$ cat src/rtl/maze_solver.sv
// Depth-first maze solver driving a 16x16 single-bit maze memory port.
// Visited cells are marked by writing 1; the found path is replayed as moves.
module maze_solver #(
  parameter logic [3:0] START_X = 4'd0,
  parameter logic [3:0] START_Y = 4'd0,
  parameter logic [3:0] GOAL_X  = 4'd15,
  parameter logic [3:0] GOAL_Y  = 4'd15
) (
  input  logic       clk,
  input  logic       rst_n,
  input  logic       Start,
  output logic       RD,
  output logic       WR,
  output logic       Din,
  output logic [3:0] X,
  output logic [3:0] Y,
  input  logic       Dout,
  output logic [1:0] Move,
  output logic       Move_valid,
  output logic [8:0] PathLen,
  output logic       Done,
  output logic       Fail
);

  typedef enum logic [2:0] {
    S_IDLE, S_CHECK, S_MARK, S_TRY, S_POP, S_REPLAY, S_DONE, S_FAIL
  } state_t;

  state_t     r_state;
  logic [3:0] r_cx, r_cy, r_x, r_y;
  logic [2:0] r_dir;
  logic [8:0] r_sp, r_idx, r_plen;
  logic [1:0] r_stack [0:255];
  logic [1:0] r_move;
  logic       r_rd, r_wr, r_din, r_mv, r_done, r_fail;

  // {in_bounds, nx, ny} of the neighbour in direction d; d=4 is never in bounds
  function automatic logic [8:0] probe(input logic [3:0] x, input logic [3:0] y,
                                       input logic [2:0] d);
    probe = {1'b0, x, y};
    case (d)
      3'd0: if (y != 4'd15) probe = {1'b1, x, y + 4'd1}; else probe = {1'b0, x, y};
      3'd1: if (x != 4'd15) probe = {1'b1, x + 4'd1, y}; else probe = {1'b0, x, y};
      3'd2: if (y != 4'd0)  probe = {1'b1, x, y - 4'd1}; else probe = {1'b0, x, y};
      3'd3: if (x != 4'd0)  probe = {1'b1, x - 4'd1, y}; else probe = {1'b0, x, y};
      default: probe = {1'b0, x, y};
    endcase
  endfunction

  function automatic logic [7:0] unstep(input logic [3:0] x, input logic [3:0] y,
                                        input logic [1:0] d);
    case (d)
      2'd0:    unstep = {x, y - 4'd1};
      2'd1:    unstep = {x - 4'd1, y};
      2'd2:    unstep = {x, y + 4'd1};
      default: unstep = {x + 4'd1, y};
    endcase
  endfunction

  logic [8:0] w_try, w_next, w_first, w_retry;
  logic [7:0] w_back, w_top_idx;
  logic [1:0] w_top;
  logic       w_push;

  assign w_try     = probe(r_cx, r_cy, r_dir);
  assign w_next    = probe(r_cx, r_cy, r_dir + 3'd1);
  assign w_first   = probe(r_cx, r_cy, 3'd0);
  assign w_top_idx = r_sp[7:0] - 8'd1;
  assign w_top     = r_stack[w_top_idx];
  assign w_back    = unstep(r_cx, r_cy, w_top);
  assign w_retry   = probe(w_back[7:4], w_back[3:0], {1'b0, w_top} + 3'd1);
  assign w_push    = (r_state == S_TRY) && (r_dir != 3'd4) && r_rd && !Dout;

  // Move stack; contents are only meaningful below sp, so no reset
  always_ff @(posedge clk) begin
    if (w_push) r_stack[r_sp[7:0]] <= r_dir[1:0];
  end

  // Search / replay FSM with registered memory-port and result outputs
  always_ff @(posedge clk or negedge rst_n) begin
    if (!rst_n) begin
      r_state <= S_IDLE;
      r_cx <= 4'd0;  r_cy <= 4'd0;  r_x <= 4'd0;  r_y <= 4'd0;
      r_dir <= 3'd0; r_sp <= 9'd0;  r_idx <= 9'd0; r_plen <= 9'd0;
      r_move <= 2'd0; r_mv <= 1'b0;
      r_rd <= 1'b0;  r_wr <= 1'b0;  r_din <= 1'b0;
      r_done <= 1'b0; r_fail <= 1'b0;
    end else begin
      case (r_state)
        S_IDLE, S_DONE, S_FAIL: begin
          if (Start) begin
            r_state <= S_CHECK;
            r_cx <= START_X; r_cy <= START_Y;
            r_x  <= START_X; r_y  <= START_Y;
            r_rd <= 1'b1;
            r_sp <= 9'd0; r_plen <= 9'd0;
            r_done <= 1'b0; r_fail <= 1'b0;
          end
        end
        S_CHECK: begin
          r_rd <= 1'b0;
          if (Dout) begin
            r_state <= S_FAIL;
            r_fail  <= 1'b1;
          end else begin
            r_state <= S_MARK;
            r_wr <= 1'b1; r_din <= 1'b1;
          end
        end
        S_MARK: begin
          r_wr <= 1'b0; r_din <= 1'b0;
          if (r_cx == GOAL_X && r_cy == GOAL_Y) begin
            r_plen <= r_sp;
            if (r_sp == 9'd0) begin
              r_state <= S_DONE;
              r_done  <= 1'b1;
            end else begin
              r_state <= S_REPLAY;
              r_move  <= r_stack[0];
              r_mv    <= 1'b1;
              r_idx   <= 9'd1;
            end
          end else begin
            r_state <= S_TRY;
            r_dir <= 3'd0;
            r_rd  <= w_first[8];
            r_x   <= w_first[7:4]; r_y <= w_first[3:0];
          end
        end
        S_TRY: begin
          if (r_dir == 3'd4) begin
            r_state <= S_POP;
            r_rd <= 1'b0;
          end else if (w_push) begin
            // X/Y already address the neighbour, so MARK writes it directly
            r_state <= S_MARK;
            r_sp <= r_sp + 9'd1;
            r_cx <= w_try[7:4]; r_cy <= w_try[3:0];
            r_rd <= 1'b0; r_wr <= 1'b1; r_din <= 1'b1;
          end else begin
            r_dir <= r_dir + 3'd1;
            r_rd  <= w_next[8];
            r_x   <= w_next[7:4]; r_y <= w_next[3:0];
          end
        end
        S_POP: begin
          if (r_sp == 9'd0) begin
            r_state <= S_FAIL;
            r_fail  <= 1'b1;
          end else begin
            r_state <= S_TRY;
            r_sp  <= r_sp - 9'd1;
            r_cx  <= w_back[7:4]; r_cy <= w_back[3:0];
            r_dir <= {1'b0, w_top} + 3'd1;
            r_rd  <= w_retry[8];
            r_x   <= w_retry[7:4]; r_y <= w_retry[3:0];
          end
        end
        S_REPLAY: begin
          if (r_idx == r_sp) begin
            r_state <= S_DONE;
            r_mv <= 1'b0; r_move <= 2'd0;
            r_done <= 1'b1;
          end else begin
            r_move <= r_stack[r_idx[7:0]];
            r_idx  <= r_idx + 9'd1;
          end
        end
        default: r_state <= S_IDLE;
      endcase
    end
  end

  assign RD = r_rd;
  assign WR = r_wr;
  assign Din = r_din;
  assign X = r_x;
  assign Y = r_y;
  assign Move = r_move;
  assign Move_valid = r_mv;
  assign PathLen = r_plen;
  assign Done = r_done;
  assign Fail = r_fail;

endmodule

$ cat config.mk
export PLATFORM = sky130hd
export DESIGN_NAME = maze_solver
export DESIGN_NICKNAME = d
export VERILOG_FILES = /design/src/rtl/maze_solver.sv
export SDC_FILE = /design/constraint.sdc
export NUM_CORES = 1
export LEC_CHECK = 0
export ABC_AREA = 1
export CAP_MARGIN = 20
export CELL_PAD_IN_SITES_DETAIL_PLACEMENT = 1
export CELL_PAD_IN_SITES_GLOBAL_PLACEMENT = 1
export CORE_UTILIZATION = 35
export CTS_CLUSTER_DIAMETER = 50
export DETAILED_ROUTE_END_ITERATION = 8
export PLACE_DENSITY = 0.65
export SLEW_MARGIN = 25
export SYNTH_ARGS = -nofsm -noshare
export SYNTH_HDL_FRONTEND = slang
export SYNTH_SLANG_ARGS = --single-unit
$ cat constraint.sdc
create_clock -name clk -period 8.2 [get_ports clk]
set_clock_uncertainty 0.05 [all_clocks]
set_input_delay 1.64 -clock clk [delete_from_list [all_inputs] [get_ports clk]]
set_output_delay 1.64 -clock clk [all_outputs]
set_load 0.005 [all_outputs]
* Word-level counts from Yosys, hierarchy flattened *
Memories as Yosys holds them, arrays and structs flattened.
Index checks and enable logic that the tools add are counted.

word-level totals
  input bits = 4
  memories kept = 1
  output and inout port bits = 25
  register bits = 56
  bits in writable memories = 512
  bits in latches = 0
  bits in read-only memories = 0
  logic and storage cells = 194

operators by class
  magnitude comparators = 0
  equal/unequal tests = 43
  div/mod/pow operators = 0
  shift operators = 0
  add/sub/neg operators = 14
  reductions and logical operators = 38
  mux-type cells = 83
  multipliers = 0
  bitwise operators = 0

memories
  name     words  width  rd ports  clocked after Yosys merged registers in  write ports  line  source
  r_stack  256    2      3         0                                        1            33    logic [1:0] r_stack [0:255];

operator list
  cell                   count
  $mux W9                16
  $pmux W9 S4            2
  $mux W4                15
  $pmux W9 S2            2
  $mux W3                11
  $pmux W4 S4            2
  $pmux W8 S4            1
  $ne A2 B2 Y1 const B   14
  $pmux W9 S3            1
  $eq A3 B2 Y1 const B   8
  $pmux W4 S3            2
  $pmux W8 S3            1
  $reduce_and A4 Y1      5
  $reduce_bool A4 Y1     5
  $add A9 B1 Y9 const B  2
  $mux W1                18
  $pmux W3 S6            1
  $add A4 B1 Y4 const B  4
  $ne A4 B4 Y1 const B   4
  $sub A4 B1 Y4 const B  4
  $eq A3 B3 Y1 const B   5
  $reduce_and A5 Y1      3
  $reduce_bool A3 Y1     5
  $eq A3 B1 Y1 const B   4
  other kinds (27)       43

* Logic depth before layout (Yosys ltp) *
Gate-level depths: netlist of the first run.
An unclocked memory read counts as a cell.

  depth after elaboration = 9
  depth in mapped cells = 37
  mapped depth without buffers = 32

* Worst setup path before layout of the first run *
Ideal clock, no wire load.

  path kind = register to register
  start = register r_dir[0]
  end = register r_cx[0]
  buffers on the path = 1
  arrival time = 5.790 ns
  period minus slack after synthesis = 5.976 ns
  slack = 2.224 ns
  data required time = 8.014 ns
  cell stages (with the launch flop) = 14
  library setup time = 0.136 ns
  path through = dfrtp_1 inv_1 ha_1 nand2_1 inv_1 nor2_1 nand3_1 nand2_1 nand2_1 nor2_1 clkbuf_1 nand4_1 a21oi_1 a22oi_1

between the ends
  longest elaborated chain between the ends = 6
  elaborated cells between the ends (all ways) = 17
  those cells by class = eq/ne (8); mux (4); reduce/logical (5)

RTL lines
  item                                                                 line  source
  from (decl)                                                          31    logic [2:0] r_dir;
  from (signal assigned)                                               141   r_dir <= r_dir + 3'd1;
  from (signal assigned)                                               154   r_dir <= {1'b0, w_top} + 3'd1;
  parallel branches: the longest is 6 deep, another holds $pmux W8 S4  n/a
  to (signal assigned)                                                 138   r_cx <= w_try[7:4]; r_cy <= w_try[3:0];
  to (signal assigned)                                                 153   r_cx <= w_back[7:4]; r_cy <= w_back[3:0];
  to (decl)                                                            30    logic [3:0] r_cx, r_cy, r_x, r_y;

Parallel ways; which one is timed is not known. The select of a mux whose other input is x is not followed.
A chain may end at the register's enable or synchronous reset.

* Worst setup path after layout of the first run *
  start = register r_sp[0]
  end = register r_x[1] (netlist: X[1])

between the ends
  longest elaborated chain between the ends = 9
  elaborated cells between the ends (all ways) = 25
  those cells by class = add/sub (4); eq/ne (7); mux (8); reduce/logical (5); memory (1)

RTL lines
  item                                   line    source
  from (decl)                            32      logic [8:0] r_sp, r_idx, r_plen;
  from (signal assigned)                 137     r_sp <= r_sp + 9'd1;
  from (signal assigned)                 152     r_sp <= r_sp - 9'd1;
  $sub A8 B1 Y8                          68      assign w_top_idx = r_sp[7:0] - 8'd1;
  $mem_v2 Z256 W2                        n/a
  $eq A2 B2 Y1 (tied with other cells)   52      case (d)
  $pmux W8 S3                            52
  $sub A4 B1 Y4 (tied with other cells)  45      3'd3: if (x != 4'd0) probe = {1'b1, x - 4'd1, y}; else probe = {1'b0, x, y};
  $mux W9 (on tied branches)             45, 43
  $pmux W9 S4                            41      case (d)
  $mux W4                                147     if (r_sp == 9'd0) begin
  $pmux W4 S4                            89      case (r_state)
  to (signal assigned)                   127     r_x <= w_first[7:4]; r_y <= w_first[3:0];
  to (signal assigned)                   143     r_x <= w_next[7:4]; r_y <= w_next[3:0];
  to (signal assigned)                   156     r_x <= w_retry[7:4]; r_y <= w_retry[3:0];
  to (decl)                              30

Parallel ways exist; a longest one is shown, timed or not. The select of a mux whose other input is x is not followed.

==> results of run 1 <==
[state kept, by name (all words and copies together), names as in the netlist, 2 cells and up]
signal,count
r_idx,9
r_state,3
r_dir,3
r_stack,512
r_cx,4
r_cy,4
r_sp,9
PathLen,9
X,4
Y,4
Move,2
[cells by family after synthesis]
kind of cell    count (synthesis)
buf+inv                       375
simple gates                 1979
fa+ha+maj                      32
compound gates                631
xor+xnor                       25
flops                         568
[layout make-up]
cell class / count / area share (%)
multi-input combinational: 2667 / 36.33
timing repair buffer: 80 / 2.309
clock inverter: 59 / 1.610
inverter: 112 / 1.269
sequential: 568 / 48.14
clock buffer: 92 / 6.200
tap: 1155 / 4.141
[metrics by stage]
| step | setup slack [ps] | area (µm²) | hold WS (ps) |
|---|---|---|---|
| floorplan | 2224 | 31110 | 422.4 |
| CTS | 2229 | 34840 | 440.8 |
| global route | 1761 | 34890 | 465.4 |
| finish | 2262 | 34890 | 434.9 |
| global placement | 2334 | 32110 | 427.1 |
| detailed placement | 2255 | 32110 | 425.8 |
[placed cells by master (no fill, tap or decap), types with 5 or more instances in the layout]
master	n
nand4_1	7
clkinv_1	13
nand2_2	10
nand2_4	9
dfrtp_1	49
o221ai_1	37
clkinv_4	6
a31oi_1	6
dfrtp_4	5
inv_6	10
clkbuf_1	6
o22ai_1	137
o21ai_0	372
buf_4	42
inv_2	11
bufinv_16	6
nor2_1	650
nand3_2	5
buf_12	8
edfxtp_1	512
clkinvlp_4	13
nand2_1	699
ha_1	30
a21oi_1	37
nand3_1	572
clkdlybuf4s50_1	27
clkbuf_16	85
nor3_1	12
xor2_1	18
clkinv_2	11
a22oi_1	11
inv_1	92
[worst paths after layout]
path                            cells past startpoint    start          to  slack (ps)
worst max-delay path                               29  r_sp[0]        X[1]        2260
worst min-delay path                                2     X[3]        X[3]         430
worst max register to register                     29  r_sp[0]        X[1]        2260
worst min register to register                      2     X[3]        X[3]         430
max in group asynchronous                           2    rst_n    r_dir[1]        6360
min in group asynchronous                           2    rst_n  PathLen[4]        1120
[worst reg2reg max path: cells and delay by family, from the launching register on]
family,cells,cell delay (ps)
flops,1,520
simple gates,20,2460
fa+ha+maj,3,890
buf+inv,6,1880
[per-layer routing]
layer | track usage, % | vias up
li1 | - | 12450
met1 | 35.96 | 14050
met2 | 42.65 | 968
met3 | 3.844 | 250
met4 | 10.99 | 0
met5 | 0 | -
==> results.txt, run 1 <==
Synth Instances: 3610
DRC violations left: 0
dominant synthesized flop cell: edfxtp_1
crit end category: flop
first-pass GRT wire length: 181200 µm
crit-path max cell delay: 550 ps
Core Area: 0.08743 mm²
syn_nets: 3646
top cells by area, synth: edfxtp_1 (49%), nand3_1 (9.2%), nand2_1 (8.4%)
Yosys top cell by area: edfxtp_1
Fin. Hold Viols: 0
Buf/Inv on CP: 6
Vias: 27720
largest net degree at the start of global routing: 222
post-synthesis compound-gate area fraction: 11.59%
post-synthesis register bit count: 568
drt via density: 5.857
Slew headroom: 22.28%
synth warn: 0
multi-input gate area in the final layout: 0.01268 mm²
TritonCTS clock tree: done
Post-CTS Hold Fix Bufs: 0
initial antenna violation count: 1
WP data arrival: 6400 ps
IO Count: 29
Slew Limit Fails: 0
fin crit share: 72.41%
max layer used: met4
TritonCTS Buffers: 83
dpl hpwl: 69710 µm
clk slew on worst S/H paths: 50 ps
Non-Filler Instances: 4733
Simple-Gate Fraction of Synth Area: 26.96%
status: completed
vias in the first global route: 28470
final wirelength: 121000 µm
most frequent cell after synthesis: nand2_1
CP max FO: 102
starting density of the core: 35.59%
Iter 0 DRT Violations: 2532
number of synthesized flops with an enable pin: 512
Final nets: 3548
CTS Buffer Depth: 3
post-CTS setup buffer count: 0
CP max stage cell: buf_12
share of the yosys chip area belonging to registers: 53.92%
Hold Path Class: reg -> reg
post-DR wirelength/cell: 25.56 µm
Layout area overhead: 12.15%
type of the worst setup path: reg -> reg
H-tree depth: 3
global route total overflow: 0
placed cell count: 4580
routed wl met2: 55440 µm
FF/Latch Area: 0.01680 mm²
Synth cell types: 58
CTS root buf: clkbuf_16
Synth top area share: 49.41%
Adder-Cell Fraction of Synth Area: 1.311%
Detail Route Antenna Nets: 0
Die Width: 300.2 µm
die span in y: 300.2 µm
kind of cell adding the most delay to the critical path: simple AND/OR/NAND/NOR gates
Required @ worst endpoint: 8670 ps
IO Port Bufs: 28
RSZ-0062 raised after global routing: false
CTS sink cnt: 568
total global-route track usage: 26.59%
Row Count: 108
Max Cap Violations: 0
mux cell area share after synthesis: 0%
met3 routed WL: 7700 µm
post-layout min period: 5938 ps
Mapped Area: 0.03111 mm²
Post-synth ARST share: 9.859%
Final Wtd Congestion: 0.8611
setup violators final: 0
Commonest cells post-synth: nand2_1 (699), nor2_1 (650), nand3_1 (572), edfxtp_1 (512), o21ai_0 (372)
Diodes inserted: 0
Synth Area in XOR/XNOR: 0.8485%
end-of-flow core utilization: 39.91%
Tightest Pin Transition: 1166 ps
Pre-Repair DR Iteration Count: 5
fillers: 10190
routed length on met1: 53050 µm
sum of negative setup slack: 0 ps
share of layout cells above drive strength 1: 7.155%
Die Area: 0.09010 mm²
post-CTS sizing: 0
Skew-Pair Late Insertion Delay: 650 ps
Avg Cell Area, Syn: 8.619 µm²
f_max: 168.4 MHz
main combinational cell family by area after synthesis: simple AND/OR/NAND/NOR gates
Startpoint Class: flop
Power of run 1 is not shown: default switching activity piles up to over one toggle a cycle in this logic, so the estimate is an artifact.
==> run 2, diff against run 1 <==
==> constraint.sdc (replaced) <==
create_clock -name clk -period 5.6 [get_ports clk]
set_clock_uncertainty 0.05 [all_clocks]
set_input_delay 1.12 -clock clk [delete_from_list [all_inputs] [get_ports clk]]
set_output_delay 1.12 -clock clk [all_outputs]
set_load 0.005 [all_outputs]
==> results.txt, run 2 (synthesized netlist as in run 1, its figures left out) <==
first-pass GRT wire length: 185000 µm
Place WS: 474.7 ps
crit end category: flop
Fin. Hold Viols: 0
CTS sink cnt: 568
final worst setup slack: 408.7 ps
H-tree depth: 3
status: completed
post-CTS setup buffer count: 0
IO Count: 29
WP data arrival: 5680 ps
RSZ-0062 raised after global routing: false
CTS root buf: clkbuf_16
Final nets: 3581
commonest non-fill, non-tap cell in the layout: nand2_1
Layout area overhead: 13.75%
Die Width: 300.2 µm
TritonCTS Buffers: 86
Post-CTS Hold Fix Bufs: 0
final wirelength: 122200 µm
Final Wtd Congestion: 0.8768
global route total overflow: 0
FF/Latch Area: 0.01680 mm²
Slew headroom: 33.43%
hold_ws: 439.0 ps
total global-route track usage: 27.11%
CP max FO: 26
sum of negative setup slack: 0 ps
type of the worst setup path: reg -> reg
Max Cap Violations: 0
Detail Route Antenna Nets: 0
Startpoint Class: flop
RR Startpoint: r_sp[1]
f_max: 192.6 MHz
worst path cell trace: inv_1, ha_4, nor2_4, inv_2, nand2_4, buf_12, nand3_1, nand3_1, nand3_1, nand3_1, nand3_1, nand3_1, nand2_4, inv_1, ha_1, inv_1, buf_4, a31oi_2, ha_1, nand3_2, nand2_1, nand3_1, a21oi_1, o21ai_0
post-layout min period: 5191 ps
max reg flops: 512
largest net degree at the start of global routing: 161
crit-path max cell delay: 550 ps
Vias: 28030
vias in the first global route: 28660
TritonCTS clock tree: done
worst r2r dst: RD
IO Port Bufs: 28
fillers: 10140
Required @ worst endpoint: 6090 ps
Core Area: 0.08743 mm²
DRC violations left: 0
cell count of the worst hold path: 2
R2R depth: 24
Crit path top cell by count: nand3_1
Slew Limit Fails: 0
clk slew on worst S/H paths: 50 ps
Die Area: 0.09010 mm²
worst hold start: Y[0]
Hold Path Class: reg -> reg
CTS Buffer Depth: 3
multi-input gate area in the final layout: 0.01268 mm²
share of layout cells above drive strength 1: 8.267%
initial antenna violation count: 2
Skew-Pair Late Insertion Delay: 660 ps
CP max stage cell: dfrtp_1
dpl hpwl: 73660 µm
setup violators final: 0
post-CTS sizing: 0
flop2flop setup slack: 410 ps
starting density of the core: 35.59%
Tightest Pin Transition: 998.6 ps
Diodes inserted: 0
Row Count: 108
drt via density: 5.874
Worst Hold Path EP: Y[0]
post-DR wirelength/cell: 25.60 µm
Pre-Repair DR Iteration Count: 5
fin crit share: 92.70%
most frequent cells in the layout: nand2_1 (699), nor2_1 (650), nand3_1 (572)
die span in y: 300.2 µm
Iter 0 DRT Violations: 2523
[run 2: changes by cell type in the layout (fill, tap and decap cells not counted), sizes merged]
cell / delta
buf: +30
inv: +7
clkinv: +3
clkinvlp: -2
bufinv: +1
[run 2: how the worst max path moves through the flow]
stage / from / end / slack [ps] / depth (start not counted)
finish: r_sp[1] / RD / 410 / 24
global route: r_sp[1] / RD / 20 / 24
CTS: r_sp[1] / Y[1] / 480 / 24
detailed placement: r_sp[1] / Y[0] / 470 / 26
global placement: r_sp[0] / RD / 540 / 22
floorplan: r_sp[0] / X[0] / 950 / 35
[run 2: critical path, delay by kind of cell (launching register included)]
kind	cells	cell delay, ps
buffers and inverters	6	1080
adders and majority gates	3	930
AOI/OAI and AO/OA	3	600
DFF	1	550
and+or+nand+nor	12	1840
[run 2: area by class of cell]
cell class,count,area share (%)
multi-input cells,2667,35.82
flip-flops and latches,568,47.46
inverters,112,1.251
clock inverters,68,2.015
repair buffers,110,3.104
well taps,1155,4.083
clock buffers,92,6.264
[run 2: metrics by stage]
step / instance area (µm²) / utilization [%] / cells
6_report: 35390 / 40.48 / 4772
5_1_grt: 35390 / 40.48 / 4772
4_1_cts: 35390 / 40.47 / 4772
3_5_place_dp: 32450 / 37.12 / 4612
3_3_place_gp: 32450 / 37.12 / 4612
2_1_floorplan: 31120 / - / 3610
[run 2: routing by layer]
layer	vias to the layer above	track usage [%]	wire length (µm)
li1	12530	-	-
met1	14270	37.34	54360
met2	984	43.86	56280
met3	248	3.483	7334
met4	4	9.402	4174
met5	-	0	27
Power of run 2 is left out for the same reason.
==> run 3, diff against run 2 <==
--- a/config.mk
+++ b/config.mk
@@ -9,10 +9,11 @@
 export CAP_MARGIN = 20
 export CELL_PAD_IN_SITES_DETAIL_PLACEMENT = 1
 export CELL_PAD_IN_SITES_GLOBAL_PLACEMENT = 1
-export CORE_UTILIZATION = 35
+export CORE_UTILIZATION = 49
 export CTS_CLUSTER_DIAMETER = 50
 export DETAILED_ROUTE_END_ITERATION = 8
-export PLACE_DENSITY = 0.65
+export GPL_ROUTABILITY_DRIVEN = 0
+export PLACE_DENSITY = 0.85
 export SLEW_MARGIN = 25
 export SYNTH_ARGS = -nofsm -noshare
 export SYNTH_HDL_FRONTEND = slang
==> results.txt, run 3 (synthesized netlist as in run 1, its figures left out) <==
flop2flop setup slack: 350 ps
post-DR wirelength/cell: 27.24 µm
CTS sink cnt: 568
Hold Path Class: reg -> reg
status: completed
Core Area: 0.06285 mm²
RSZ-0062 raised after global routing: false
Slew Limit Fails: 0
TritonCTS Buffers: 72
crit-path max cell delay: 770 ps
Detail Route Antenna Nets: 0
setup violators final: 0
Required @ worst endpoint: 6040 ps
placed cell areas: 0.03187 mm²
FF/Latch Area: 0.01680 mm²
Die Area: 0.06451 mm²
Pre-Repair DR Iteration Count: 7
Post-CTS Hold Fix Bufs: 0
RR Startpoint: r_sp[0]
clk slew on worst S/H paths: 50 ps
crit end category: flop
R2R depth: 30
die span in y: 254.0 µm
share of layout cells above drive strength 1: 7.153%
cell count of the worst hold path: 2
Crit path top cell by count: nand2_1
max reg flops: 512
starting density of the core: 49.51%
Layout area overhead: 10.33%
vias in the first global route: 30140
type of the worst setup path: reg -> reg
CTS root buf: clkbuf_16
multi-input gate area in the final layout: 0.01272 mm²
total global-route track usage: 37.18%
drt via density: 6.653
TritonCTS clock tree: done
Startpoint Class: flop
commonest non-fill, non-tap cell in the layout: nand2_1
DRC violations left: 0
Row Count: 92
Worst Hold Path EP: Y[2]
fin crit share: 93.68%
Final Cell Area: 0.03433 mm²
WP data arrival: 5690 ps
Iter 0 DRT Violations: 3937
sum of negative setup slack: 0 ps
fillers: 7334
dpl hpwl: 71010 µm
most frequent cells in the layout: nand2_1 (687), nor2_1 (650), nand3_1 (572)
IO Port Bufs: 28
CP max stage cell: buf_4
worst hold start: Y[2]
Vias: 29350
Max Cap Violations: 0
first-pass GRT wire length: 180900 µm
CTS Buffer Depth: 3
f_max: 190.6 MHz
IO Count: 29
initial antenna violation count: 1
worst r2r dst: X[1]
final wirelength: 120200 µm
Tightest Pin Transition: 1132 ps
Slew headroom: 24.25%
Final nets: 3545
Diodes inserted: 0
Fin. Hold Viols: 0
H-tree depth: 3
Die Width: 254.0 µm
global route total overflow: 0
largest net degree at the start of global routing: 261
CP max FO: 85
Skew-Pair Late Insertion Delay: 630 ps
post-layout min period: 5246 ps
==> run 3: cell count changes in the layout (fill, tap and decap cells not counted), sizes merged <==
| cell | change |
|---|---|
| buf | -22 |
| bufinv | -2 |
| clkbuf | -7 |
| clkinv | +1 |
| clkinvlp | -7 |
| inv | -15 |
==> run 3: per-stage QoR <==
stage          hold WS (ps)  utilization [%]  setup WS (ps)  std cells
2_1_floorplan         422.4                -          947.7       3610
3_3_place_gp          417.3            50.70          458.1       4273
3_5_place_dp          420.6            50.70          217.3       4273
4_1_cts               434.1            54.41          166.5       4403
5_1_grt               473.5            54.62          65.25       4411
6_report              432.6            54.62          353.9       4411
==> run 3: area by class of cell <==
class,instances,area share [%]
inverter,112,1.290
tap,846,3.084
timing repair buffer,88,2.861
multi-input combinational,2667,37.05
clock inverter,45,1.265
clock buffer,85,5.515
sequential,568,48.93
==> run 3: repair_timing <==
| item | 4_1_cts | 5_1_grt |
|---|---|---|
| gates resized for setup | 0 | 5 |
| setup endpoints to repair | 0 | 7 |
| setup buffers | 0 | 6 |
==> run 3: worst max-delay path, delay by kind of cell (launching register included) <==
kind                       cells  cell delay (ps)
and+or+nand+nor               23             2620
buffers and inverters          5             1300
adders and majority gates      2              560
DFF                            1              490
==> run 3: per-layer routing <==
layer | up-vias | part of all wire, % | track usage, % | wire length, µm
met1 | 14480 | 37 | 46.61 | 44670
li1 | 12440 | - | - | -
met3 | 497 | 10 | 7.477 | 12530
met2 | 1927 | 46 | 59.44 | 55320
met5 | - | 0 | 0 | 0
met4 | 0 | 6.4 | 22.27 | 7645
==> run 3: worst max path at each step <==
stage / startpoint / end / slack (ps) / cells past startpoint
finish: r_sp[0] / X[1] / 350 / 30
global placement: r_sp[1] / X[1] / 460 / 32
floorplan: r_sp[0] / X[0] / 950 / 35
global route: r_sp[0] / X[1] / 70 / 30
CTS: r_sp[1] / X[0] / 170 / 31
detailed placement: r_sp[1] / X[0] / 220 / 31
Power of run 3 is left out for the same reason.
